$ cat src/rtl/mips_pkg.sv
// mips_pkg: controller states, opcode/funct values, ALU codes and datapath mux encodings
package mips_pkg;

    typedef enum logic [3:0] {
        S_FETCH, S_DECODE, S_MEMADR, S_MEMRD, S_MEMWB, S_MEMWR, S_RTEXEC,
        S_ALUWB, S_BRANCH, S_IMMEXEC, S_IMMWB, S_JUMP, S_FAULT
    } state_t;

    localparam logic [5:0] OP_RTYPE = 6'b000000;
    localparam logic [5:0] OP_J     = 6'b000010;
    localparam logic [5:0] OP_BEQ   = 6'b000100;
    localparam logic [5:0] OP_BNE   = 6'b000101;
    localparam logic [5:0] OP_ADDI  = 6'b001000;
    localparam logic [5:0] OP_ANDI  = 6'b001100;
    localparam logic [5:0] OP_ORI   = 6'b001101;
    localparam logic [5:0] OP_LW    = 6'b100011;
    localparam logic [5:0] OP_SW    = 6'b101011;

    localparam logic [5:0] F_ADD = 6'b100000;
    localparam logic [5:0] F_SUB = 6'b100010;
    localparam logic [5:0] F_AND = 6'b100100;
    localparam logic [5:0] F_OR  = 6'b100101;
    localparam logic [5:0] F_SLT = 6'b101010;

    localparam logic [2:0] ALU_AND = 3'b000;
    localparam logic [2:0] ALU_OR  = 3'b001;
    localparam logic [2:0] ALU_ADD = 3'b010;
    localparam logic [2:0] ALU_SUB = 3'b110;
    localparam logic [2:0] ALU_SLT = 3'b111;

    localparam logic [1:0] SRCB_B     = 2'b00;
    localparam logic [1:0] SRCB_FOUR  = 2'b01;
    localparam logic [1:0] SRCB_IMM   = 2'b10;
    localparam logic [1:0] SRCB_IMMSH = 2'b11;

    localparam logic [1:0] PC_ALU    = 2'b00;
    localparam logic [1:0] PC_ALUOUT = 2'b01;
    localparam logic [1:0] PC_JUMP   = 2'b10;

    localparam logic [1:0] ZX_SIGN = 2'b00;
    localparam logic [1:0] ZX_ZERO = 2'b01;

endpackage

$ cat src/rtl/mips_alu_decoder.sv
// mips_alu_decoder: maps op/funct to the 3-bit ALU code and flags undefined opcodes and functs
module mips_alu_decoder
    import mips_pkg::*;
#(
    parameter int OP_W    = 6,
    parameter int FUNCT_W = 6
) (
    input  logic [OP_W-1:0]    op,
    input  logic [FUNCT_W-1:0] funct,
    output logic [2:0]         alu,
    output logic               bad_op,
    output logic               bad_funct
);

    logic [2:0] fcode;

    always_comb begin
        fcode = funct == F_ADD ? ALU_ADD :
                funct == F_SUB ? ALU_SUB :
                funct == F_OR  ? ALU_OR  :
                funct == F_SLT ? ALU_SLT : ALU_AND;
        bad_funct = !(funct inside {F_ADD, F_SUB, F_AND, F_OR, F_SLT});
        bad_op = !(op inside {OP_RTYPE, OP_J, OP_BEQ, OP_BNE, OP_ADDI, OP_ANDI, OP_ORI, OP_LW, OP_SW});
        alu = op == OP_RTYPE ? fcode :
              op == OP_ADDI  ? ALU_ADD :
              op == OP_ORI   ? ALU_OR  : ALU_AND;
    end

endmodule

$ cat src/rtl/mips_mc_controller.sv
// mips_mc_controller: multicycle MIPS control FSM with memory handshake, wait-state timeout and fault state
module mips_mc_controller
    import mips_pkg::*;
#(
    parameter int OP_W        = 6,
    parameter int FUNCT_W     = 6,
    parameter int ALUCTRL_W   = 3,
    parameter int MEM_TIMEOUT = 16,
    parameter int TO_W        = 8
) (
    input  logic                 clk,
    input  logic                 reset,
    input  logic [OP_W-1:0]      op,
    input  logic [FUNCT_W-1:0]   funct,
    input  logic                 zero,
    input  logic                 mem_ready,
    output logic                 mem_req,
    output logic                 memwrite,
    output logic                 iord,
    output logic                 irwrite,
    output logic                 pcen,
    output logic [1:0]           pcsrc,
    output logic                 alusrca,
    output logic [1:0]           alusrcb,
    output logic [1:0]           zeroext,
    output logic                 regdst,
    output logic                 memtoreg,
    output logic                 regwrite,
    output logic [ALUCTRL_W-1:0] alucontrol,
    output logic                 retire,
    output logic                 illegal,
    output logic                 mem_err,
    output logic [3:0]           state_o
);

    state_t          st, nxt;
    logic [TO_W-1:0] cnt;
    logic            err, waiting, timeout, bad_op, bad_funct;
    logic [2:0]      dec_alu;

    mips_alu_decoder #(.OP_W(OP_W), .FUNCT_W(FUNCT_W)) u_dec (
        .op(op),
        .funct(funct),
        .alu(dec_alu),
        .bad_op(bad_op),
        .bad_funct(bad_funct)
    );

    // A memory state with ready low on the last allowed cycle falls into FAULT; ready on that cycle still wins.
    assign waiting = st inside {S_FETCH, S_MEMRD, S_MEMWR} && !mem_ready;
    assign timeout = MEM_TIMEOUT != 0 && waiting && cnt == TO_W'(MEM_TIMEOUT - 1);

    always_comb begin
        nxt = st;
        case (st)
            S_FETCH:   nxt = mem_ready ? S_DECODE : timeout ? S_FAULT : S_FETCH;
            S_DECODE:  nxt = bad_op ? S_FETCH :
                             op inside {OP_LW, OP_SW} ? S_MEMADR :
                             op == OP_RTYPE ? S_RTEXEC :
                             op inside {OP_BEQ, OP_BNE} ? S_BRANCH :
                             op == OP_J ? S_JUMP : S_IMMEXEC;
            S_MEMADR:  nxt = op == OP_LW ? S_MEMRD : S_MEMWR;
            S_MEMRD:   nxt = mem_ready ? S_MEMWB : timeout ? S_FAULT : S_MEMRD;
            S_MEMWR:   nxt = mem_ready ? S_FETCH : timeout ? S_FAULT : S_MEMWR;
            S_RTEXEC:  nxt = bad_funct ? S_FETCH : S_ALUWB;
            S_IMMEXEC: nxt = S_IMMWB;
            S_FAULT:   nxt = S_FAULT;
            default:   nxt = S_FETCH;
        endcase
    end

    always_ff @(posedge clk or negedge reset) begin
        if (!reset) begin
            st  <= S_FETCH;
            cnt <= '0;
            err <= 1'b0;
        end else begin
            st  <= nxt;
            cnt <= nxt != st ? '0 : waiting ? cnt + 1'b1 : cnt;
            err <= err || nxt == S_FAULT;
        end
    end

    always_comb begin
        mem_req    = st inside {S_FETCH, S_MEMRD, S_MEMWR};
        memwrite   = st == S_MEMWR;
        iord       = st inside {S_MEMRD, S_MEMWR};
        irwrite    = st == S_FETCH && mem_ready;
        pcen       = (st == S_FETCH && mem_ready) || st == S_JUMP ||
                     (st == S_BRANCH && (op == OP_BEQ ? zero : !zero));
        pcsrc      = st == S_BRANCH ? PC_ALUOUT : st == S_JUMP ? PC_JUMP : PC_ALU;
        alusrca    = st inside {S_MEMADR, S_RTEXEC, S_BRANCH, S_IMMEXEC};
        alusrcb    = st == S_FETCH ? SRCB_FOUR :
                     st == S_DECODE ? SRCB_IMMSH :
                     st inside {S_MEMADR, S_IMMEXEC} ? SRCB_IMM : SRCB_B;
        zeroext    = st == S_IMMEXEC && op != OP_ADDI ? ZX_ZERO : ZX_SIGN;
        regdst     = st == S_ALUWB;
        memtoreg   = st == S_MEMWB;
        regwrite   = st inside {S_MEMWB, S_ALUWB, S_IMMWB};
        retire     = st inside {S_MEMWB, S_ALUWB, S_BRANCH, S_IMMWB, S_JUMP} ||
                     (st == S_MEMWR && mem_ready);
        illegal    = (st == S_DECODE && bad_op) || (st == S_RTEXEC && bad_funct);
        alucontrol = ALUCTRL_W'(st inside {S_RTEXEC, S_IMMEXEC} ? dec_alu :
                                st == S_MEMADR ? ALU_ADD :
                                st == S_BRANCH ? ALU_SUB : 3'b000);
    end

    assign mem_err = err;
    assign state_o = st;

endmodule

$ cat config.mk
export PLATFORM = sky130hd
export DESIGN_NAME = mips_mc_controller
export DESIGN_NICKNAME = d
export VERILOG_FILES = /design/src/rtl/mips_pkg.sv /design/src/rtl/mips_alu_decoder.sv /design/src/rtl/mips_mc_controller.sv
export SDC_FILE = /design/constraint.sdc
export NUM_CORES = 1
export LEC_CHECK = 0
export CELL_PAD_IN_SITES_DETAIL_PLACEMENT = 0
export CELL_PAD_IN_SITES_GLOBAL_PLACEMENT = 1
export CORE_MARGIN = 3
export CORE_UTILIZATION = 27
export CTS_BUF_LIST = sky130_fd_sc_hd__clkbuf_4 sky130_fd_sc_hd__clkbuf_8
export CTS_CLUSTER_SIZE = 20
export DETAILED_ROUTE_END_ITERATION = 8
export PLACE_DENSITY_LB_ADDON = 0.1
export SYNTH_ARGS = -nofsm -noshare
export SYNTH_HDL_FRONTEND = slang
export SYNTH_SLANG_ARGS = --single-unit
$ cat constraint.sdc
create_clock -name clk -period 2.2 [get_ports clk]
set_input_delay 0.44 -clock clk [delete_from_list [all_inputs] [get_ports clk]]
set_output_delay 0.44 -clock clk [all_outputs]
set_load 0.1 [all_outputs]
==> summary.md <==
| Metric | Value |
|---|---|
| Antenna violations before repair | `0` |
| Register cell area after layout | `340 µm²` |
| Number of buffers and inverters on the critical path | `1` |
| Final net count | `289` |
| Clock transition at the registers of the reported paths | `0.05 ns` |
| Number of nets with antenna violations after detailed routing | `0` |
| Cells along the critical path | `and2b_2 -> nand3_2 -> a2bb2oi_1 -> a21oi_4 -> buf_12` |
| Vias in the first global route | `1,788` |
| Register area share after synthesis | `21.7%` |
| Count of routing violations after the opening detailed-route iteration | `89` |
| Total track usage | `17.9%` |
| Static Leakage | `1.24 nW` |
| Kind of cell adding the most delay to the critical path | `flip-flops` |
| CTS tree | `done` |
| Endpoint kind of the worst setup timing path | `output port` |
| First-pass detailed-route iteration total | `4` |
| Antenna cells | `0` |
| Highest net fanout along the worst path | `7` |
| Power, Total | `1.43 mW` |
| Worst supply voltage drop on vdd | `0.000287 V` |
| Avg Inst Size Synth | `8.36 µm²` |
| Pin count of the biggest net entering global routing | `15` |
| Post-synthesis sequential element count | `13` |
| Worst reg-to-reg path cell count | `5` |
| Worst min path class | `reg2reg` |
| Startpoint type of the worst setup path | `flop` |
| Run status | `complete, no violations` |
| Maximum capacitance violations | `0` |
| Die boundary height | `80.4 µm` |
| RD Place Congestion | `0.875` |
| Max Buffers Root-to-Sink | `2` |
| Startpoint of the most critical register-to-register path | `cnt[5]$_DFFE_PN0P_` |
| Share of flip-flops with an asynchronous set or reset | `100%` |
| Num CTS Buffers | `3` |
| Capture instance of the worst register-to-register path | `mem_err$_DFF_PN0_` |
| CTS H-tree depth | `1` |
| Syn nets | `196` |
| Worst min-delay path startpoint | `mem_err$_DFF_PN0_` |
| Hold Crit Endpoint | `mem_err$_DFF_PN0_` |
| Area of the multi-input gates | `0.00141 mm²` |
| Required time at the worst-slack endpoint | `1.76 ns` |
| Least setup slack across all paths after layout | `0.0293 ns` |
| Die X-Extent | `80.4 µm` |
| Highest Clock Rate | `461 MHz` |
| Post-layout min period | `2.17 ns` |
| Fin. max-slew vios | `0` |
| Detail-routed net length per standard cell | `15.9 µm` |
| Netlist Area Pre-Place | `0.00150 mm²` |
| Count of cell types in the netlist | `63` |
| Delay contributed by the slowest stage of the critical path | `0.52 ns` |
| DRC violation count after routing | `0` |
| Final setup fails | `0` |
| Count of flip-flops with a built-in enable after synthesis | `0` |
| Detailed-route wire length | `5430 µm` |
| Insertion delay to the later sink of the worst-skew pair | `0.24 ns` |
| Global-route wire length before repair | `9250 µm` |
| Synth-to-layout area growth | `98.5%` |
| Area fraction of the dominant cell type after synthesis | `21.7%` |
| Final setup skew | `0.00908 ns` |
| Share of layout cells above drive strength 1 | `64.6%` |
| Routed vias/inst | `5.09` |
| CTS sink count | `13` |
| Root Driver | `sky130_fd_sc_hd__clkbuf_8` |
| Cell type contributing the most total cell area after synthesis | `sky130_fd_sc_hd__dfrtp_1` |
| Critical path startpoint | `state_o[0]$_DFF_PN0_` |
| I/O Buffers | `39` |
| Top post-synthesis cells by area | `sky130_fd_sc_hd__dfrtp_1 22%, sky130_fd_sc_hd__nor3_2 6.0%, sky130_fd_sc_hd__xor2_1 3.5%, sky130_fd_sc_hd__nor2_1 3.3%, sky130_fd_sc_hd__nand2_1 3.0%` |
| Leftover overflow at the end of global routing | `0` |
| Synthesized instance count | `179` |
| Die area | `0.00647 mm²` |
| Via count of the routed design | `1,735` |
| Path type of the worst setup path | `reg2out` |
| Core Rows | `26` |
| Final hold violation count | `0` |
| Placed Cells incl. Taps | `329` |
| Transition time at the pin with the least slew margin | `0.582 ns` |
| Min-Delay Path Depth | `1` |
| Post-placement setup slack | `-0.452 ns` |
| Part of the cycle the worst path needs | `98.7%` |
| Pwr Density | `480 mW/mm²` |
| Highest-delay cell along the critical path | `sky130_fd_sc_hd__dfrtp_4` |
| Most numerous cell types in the synthesized netlist | `13 x sky130_fd_sc_hd__dfrtp_1, 13 x sky130_fd_sc_hd__nor2_1, 12 x sky130_fd_sc_hd__nand2_1` |
| Final-layout fill cell count | `460` |
| HPWL after detailed placement | `4310 µm` |
| Primary flip-flop cell chosen by synthesis mapping | `sky130_fd_sc_hd__dfrtp_1` |
| CP Data Arrival Time | `1.73 ns` |
| Placeable core region | `0.00524 mm²` |
| Number of buffers inserted by hold repair at cts | `0` |
| Setup repair after global routing missed its margin | `true` |
| Worst reg-to-reg setup slack | `0.13 ns` |
| Starting utilization of the core area | `28.6%` |
| Yosys Warn Count | `0` |
| Number of placed I/O pins | `41` |
| Final Instance Count excl. Fillers | `341` |
| Max transition margin | `61.1%` |
-- state kept, by name, summed over array words and instances (netlist names) --
signal   count
cnt          8
state_o      4
mem_err      1
-- what timing repair did --
item,CTS,global route
gates resized for setup,71,15
setup buffers,5,3
cloned,0,0
endpoints found under the setup margin,18,14
pin swaps,14,8
hold endpoints to repair,0,0
-- logic make-up (layout without fill, tap and decap cells) --
| family | count (synthesis) | count (layout) | synth area share, % |
|---|---|---|---|
| AOI/OAI and AO/OA | 47 | 47 | 27.7 |
| xor gates and xnor gates | 10 | 10 | 5.85 |
| adders and majority gates | 1 | 1 | 0.836 |
| buffers and inverters | 23 | 115 | 8.28 |
| DFF | 13 | 13 | 21.7 |
| muxes | 4 | 4 | 2.68 |
| other | 1 | 1 | 0.251 |
| and+or+nand+nor | 80 | 80 | 32.7 |
-- layout make-up --
cell class	instances	area share [%]
Inverter	10	1.52
Timing Repair Buffer	101	35.0
Sequential cell	13	11.5
Tap cell	70	2.95
Multi-Input combinational cell	143	47.4
Clock buffer	4	1.64
-- power breakdown --
part           leakage [nW]  switching (mW)  internal [mW]
Sequential            0.172          0.0265          0.261
Clock                0.0262          0.0858          0.140
Combinational          1.04           0.553          0.359
Total                  1.24           0.665          0.760
-- layer usage --
metal / wire, µm / global-route usage (%)
met5: 0 / 0
met4: 0 / 1.01
met3: 186 / 2.13
met2: 2730 / 31.6
met1: 2500 / 24.4
-- how the worst max path moves through the flow --
stage	depth (start not counted)	slack, ns	end
detailed placement	7	-0.45	alucontrol[1]
global route	5	-0.02	alucontrol[2]
floorplan	6	-0.59	pcen
finish	5	0.03	alucontrol[2]
global placement	7	-0.51	alucontrol[1]
CTS	8	0.004	pcen
-- placed cells by master (no fill, tap or decap), types with 4 or more instances in the layout --
master                      n
sky130_fd_sc_hd__buf_4     62
sky130_fd_sc_hd__buf_12    23
sky130_fd_sc_hd__nor3_2     9
sky130_fd_sc_hd__dfrtp_1    9
sky130_fd_sc_hd__buf_2      9
sky130_fd_sc_hd__inv_1      8
sky130_fd_sc_hd__nor2_1     7
sky130_fd_sc_hd__xor2_1     6
sky130_fd_sc_hd__nor2_4     6
sky130_fd_sc_hd__nand2_1    6
sky130_fd_sc_hd__nor3_4     5
sky130_fd_sc_hd__nand4_1    4
sky130_fd_sc_hd__o211ai_1   4
sky130_fd_sc_hd__nand2_2    4
sky130_fd_sc_hd__and3_1     4
sky130_fd_sc_hd__mux2i_1    4
sky130_fd_sc_hd__a21oi_2    4
sky130_fd_sc_hd__dfrtp_4    4
-- through the flow --
| step | instance area [µm²] | setup TNS (ns) | hold WS (ns) | utilization [%] |
|---|---|---|---|---|
| after global routing | 2970 | -0.0531 | 0.526 | 56.7 |
| after floorplan | 1770 | -5.43 | 0.144 | - |
| after CTS | 2910 | 0 | 0.487 | 55.5 |
| after global placement | 2740 | -5.60 | 0.461 | 52.4 |
| after detailed placement | 2740 | -6.21 | 0.471 | 52.4 |
| final | 2970 | 0 | 0.475 | 56.7 |
(Power assumes the default switching activity.)
==> patch 1 (same flow settings) <==
The parameter `TO_W` goes from 8 to 6.
--- a/src/rtl/mips_mc_controller.sv
+++ b/src/rtl/mips_mc_controller.sv
@@ -7,5 +7,5 @@
     parameter int ALUCTRL_W   = 3,
     parameter int MEM_TIMEOUT = 16,
-    parameter int TO_W        = 8
+    parameter int TO_W        = 6
 ) (
     input  logic                 clk,
Behaviour: no difference found for any inputs over 10 cycles, from zero or initial values and one cycle with reset low; that may be too few to reach the edited logic, so the function may still have changed.
==> patch 1 against the original RTL <==
The flow now finishes with violations (setup timing). Area after synthesis fell by 13%. Core utilization increased by 0.59 points. Count of clock-buffer cells in the layout unchanged. Via count decreased by 8.7%. Critical endpoint unchanged. Setup slack got worse by 0.036 ns. Die area shrank 12%. Design area shrank 13%. Routed wire length fell by 15%. Sequential cell count down 2. Global-route usage shrank 1.3 points. First-iteration DRC count shrank 62%.
Power is not compared: it rests on default switching activity, and its combinational part moved more than twofold at a synthesized area within 25%.
==> patch 1: results (changes against the original RTL) <==
[outcome]
outcome = finished with violations
violations = setup timing

[cells_and_area]
regArea_um2 = 290  ; -15%
multi_input_area_um2 = 1180  ; -16%
nets = 258  ; -11%
largest_register_ffs = 6  ; -2
clock_cell_area_share_pct = 1.89  ; +0.25 points
sh_seq_area_pct = 11.2  ; -0.21 points
inverters = 6  ; -4
drive_above_1_share_pct = 55.0  ; -9.6 points
multi_input_cells = 138  ; -3.5%
buffer_area_share_pct = 37.6  ; +2.6 points

[timing]
setup-tns-final_ns = -0.00706  ; -0.00706 ns
layout_setup_ws_ns = -0.00706  ; -0.0363 ns
worst_hold_slack_ns = 0.471  ; -0.00423 ns
finalSetupViolations = 1  ; +1

[global_route]
grt.met2_usage_pct = 30.1  ; -1.5 points
grt_pass1_vias = 1559  ; -13%
grt_max_degree = 23  ; +8
met3_usage_pct = 0.528  ; -1.6 points

[place]
place.gp.congestion = 0.782  ; -11%
dp_slack_ns = -0.501  ; -0.0488 ns
dp.cells = 279  ; -15%

[detailed_routing]
m1WireLength_um = 2000  ; -20%
wl_met2_um = 2380  ; -13%
via_per_inst = 5.42  ; +6.6%
wl_met3_um = 170  ; -8.6%

[critical_path]
r2r-end = cnt[0]$_DFFE_PN0P_
critPathArrivalTime_ns = 1.77  ; +0.04 ns
slowest_stage = o32a_1
critPathMaxStageDelay_ns = 0.32  ; -0.20 ns
crit_path_start = op[5]
r2r_setup_slack_ns = 0.19  ; +0.06 ns
crit_family = simple AND/OR/NAND/NOR gates

[synthesis]
synth_common_cells = nor2_1 (22), nor3_1 (16), a21oi_1 (13), dfrtp_1 (11)
netlist-cell-type-count = 58  ; -7.9%
netlist_instances = 168  ; -6.1%

==> patch 1: cell types whose count changed after synthesis, moves of 5 or more <==
| cell | before | now |
|---|---|---|
| buf_2 | 6 | 1 |
| nor2_1 | 13 | 22 |
| nand2_1 | 12 | 7 |
| inv_1 | 10 | 5 |
| nor3_1 | 7 | 16 |
| a21oi_1 | 8 | 13 |
| nor3_2 | 9 | 0 |
==> patch 1: logic make-up (layout without fill, tap and decap cells) <==
family / count (synthesis) / count (layout) / share of synthesized area, %
buffers and inverters: 19 / 91 / 10.9
AO/OA/AOI/OAI: 42 / 42 / 24.2
other: 1 / 1 / 0.288
multiplexers: 2 / 2 / 1.63
XOR/XNOR: 8 / 8 / 5.38
flip-flops: 11 / 11 / 21.2
AND/OR/NAND/NOR: 84 / 84 / 35.5
adder cells (fa/ha/maj): 1 / 1 / 0.961
==> patch 1: what timing repair did <==
action	4_1_cts	5_1_grt
gates resized for setup	49	16
setup buffers	5	5
setup endpoints to repair	14	10
pin swaps	12	12
==> patch 2 (same settings) <==
Made on the original files. Make the reset (`reset`) synchronous in one clocked block.
--- a/src/rtl/mips_mc_controller.sv
+++ b/src/rtl/mips_mc_controller.sv
@@ -70,5 +70,5 @@
     end
 
-    always_ff @(posedge clk or negedge reset) begin
+    always_ff @(posedge clk) begin
         if (!reset) begin
             st  <= S_FETCH;
Formal check against the unedited RTL: differs if reset is asserted again (counterexample within 4 cycles, from zero or initial values and one cycle with reset low); with reset held inactive, the same outputs for 10 cycles.
==> patch 2 against the original RTL <==
The run now ends with setup timing left. Non-clock buffer count down 23. Setup slack worse by 0.22 ns. Maximum frequency down 9.3%. Clock power down 2%. Total power down 33%. Design area down 15%. Die area down 12%. Routed wire length down 13%. Sequential cell count unchanged. Area after synthesis down 12%. Synthesized cell count up 1.7%. Global-route usage down 0.96 points. Largest cell class unchanged. Largest power group unchanged.
==> patch 2: results (changes against the original RTL) <==
[synthesis]
synth_common_cells = nand2_1 (20), nor2_1 (19), nor3_1 (18), dfxtp_1 (13), a21oi_1 (10)
netlist_instances = 182  ; +1.7%
synth_area_leaders = dfxtp_1 (20%), nor3_1 (6.9%), nand2_1 (5.7%)
async_flop_share_pct = 0  ; -100 points
synth_nets = 199  ; +1.5%
netlist-cell-type-count = 57  ; -9.5%

[power]
p_leak_uw = 0.000969  ; -22%
ir_drop_mv = 0.363  ; +26%

[timing]
layout_setup_ws_ns = -0.194  ; -0.224 ns
finalSetupViolations = 13  ; +13
slew-limit-headroom_pct = 62.0  ; +0.96 points
skew_ns = 0.000834  ; -0.00824 ns

[detailed_routing]
drt_wl_total_um = 4710  ; -13%
via_per_inst = 5.36  ; +5.4%
wl_per_cell_um = 15.4  ; -3.5%
drt_first_pass_iters = 4  ; unchanged
drt_iter0_markers = 45  ; -49%

[global_route]
grt_pass1_wl_um = 7570  ; -18%
grt_pass1_vias = 1705  ; -4.6%
grt_max_degree = 18  ; +3
grt_use_total_pct = 17.0  ; -0.96 points

[place]
dp.cells = 298  ; -9.4%
dp_slack_ns = -0.633  ; -0.181 ns
place.gp.congestion = 0.872  ; -0.34%
dp_hpwl_um = 3710  ; -14%
place_area_um2 = 2350  ; -14%

[critical_path]
critPathMaxFanout = 3  ; -4
slowest_stage = or4_4
crit_family = simple AND/OR/NAND/NOR gates
critPathMaxStageDelay_ns = 0.56  ; +0.04 ns
critPathArrivalTime_ns = 1.95  ; +0.22 ns

[outcome]
outcome = finished with violations
violations = setup timing

[cells_and_area]
drive_above_1_share_pct = 50.2  ; -14 points
nets = 273  ; -5.5%
num-fill-cells = 411  ; -11%

-- patch 2: changes by cell type in the layout (fill, tap and decap cells not counted), moves of 8 or more --
cell     unedited run  this run
buf_4              62        42
nand2_1             6        18
dfrtp_1             9         0
dfxtp_1             0         9
nor3_1              2        10
-- patch 2: worst reg2reg max path, stage by stage (launching register included) --
cell	delay [ns]
dfxtp_4	0.46
nor4bb_1	0.39
buf_4	0.20
nand3_1	0.06
a21boi_0	0.18
nor4b_2	0.22
o211ai_4	0.36
nor3_2	0.09
-- patch 2: path summary, 6_finish.rpt --
check / from / end / slack (ns) / cells after the start
setup / recovery: op[0] / pcen / -0.19 / 6
hold / removal: mem_err$_SDFF_PN0_ / mem_err$_SDFF_PN0_ / 0.50 / 1
setup reg to reg: state_o[1]$_SDFF_PN0_ / cnt[3]$_SDFFE_PP0P_ / 0.13 / 7
hold reg to reg: mem_err$_SDFF_PN0_ / mem_err$_SDFF_PN0_ / 0.50 / 1
-- patch 2: kinds of logic after synthesis --
| family | Yosys count | share of synthesized area, % |
|---|---|---|
| other | 1 | 0.286 |
| flip-flops | 13 | 19.9 |
| AO/OA/AOI/OAI | 38 | 23.3 |
| AND/OR/NAND/NOR | 100 | 40.8 |
| multiplexers | 4 | 3.25 |
| buffers and inverters | 15 | 4.87 |
| adder cells (fa/ha/maj) | 1 | 0.955 |
| XOR/XNOR | 10 | 6.69 |
-- patch 2: through the flow --
stage / power (uW) / TNS, ns
2_1_floorplan: 535 / -3.81
4_1_cts: 949 / -1.80
5_1_grt: 989 / -2.33
6_report: 949 / -1.68
3_5_place_dp: 708 / -8.76
3_3_place_gp: 704 / -8.26
-- patch 2: area by class of cell --
type                    instances  area, um2  area share (%)
multi-input cells             154       1260            49.9
repair buffers                 78        846            33.5
flip-flops and latches         13        275            10.9
well taps                      52       65.1            2.57
clock buffers                   3       41.3            1.63
inverters                       6       33.8            1.34
clock inverters                 1       5.00           0.198
-- patch 2: power by group --
group	switching (uW)	leakage [uW]	internal [uW]	total (uW)
Combinational	286	0.000835	187	474
Sequential	15.6	0.000108	238	253
Clock	96.5	0.0000255	126	222
Total	399	0.000969	550	949
-- patch 2: routing by layer --
layer	up-vias	GRT usage, %	share of wire (%)
met2	45	29.4	49
met5	-	0	0
met3	11	2.51	5.1
met4	0	7.77	2.5
li1	824	-	-
met1	767	20.5	43
-- patch 2: timing repair --
action / in CTS / in global routing
pin swaps: 21 / 13
resized for setup: 46 / 8
buffers inserted: 5 / 1
endpoints found under the setup margin: 17 / 17
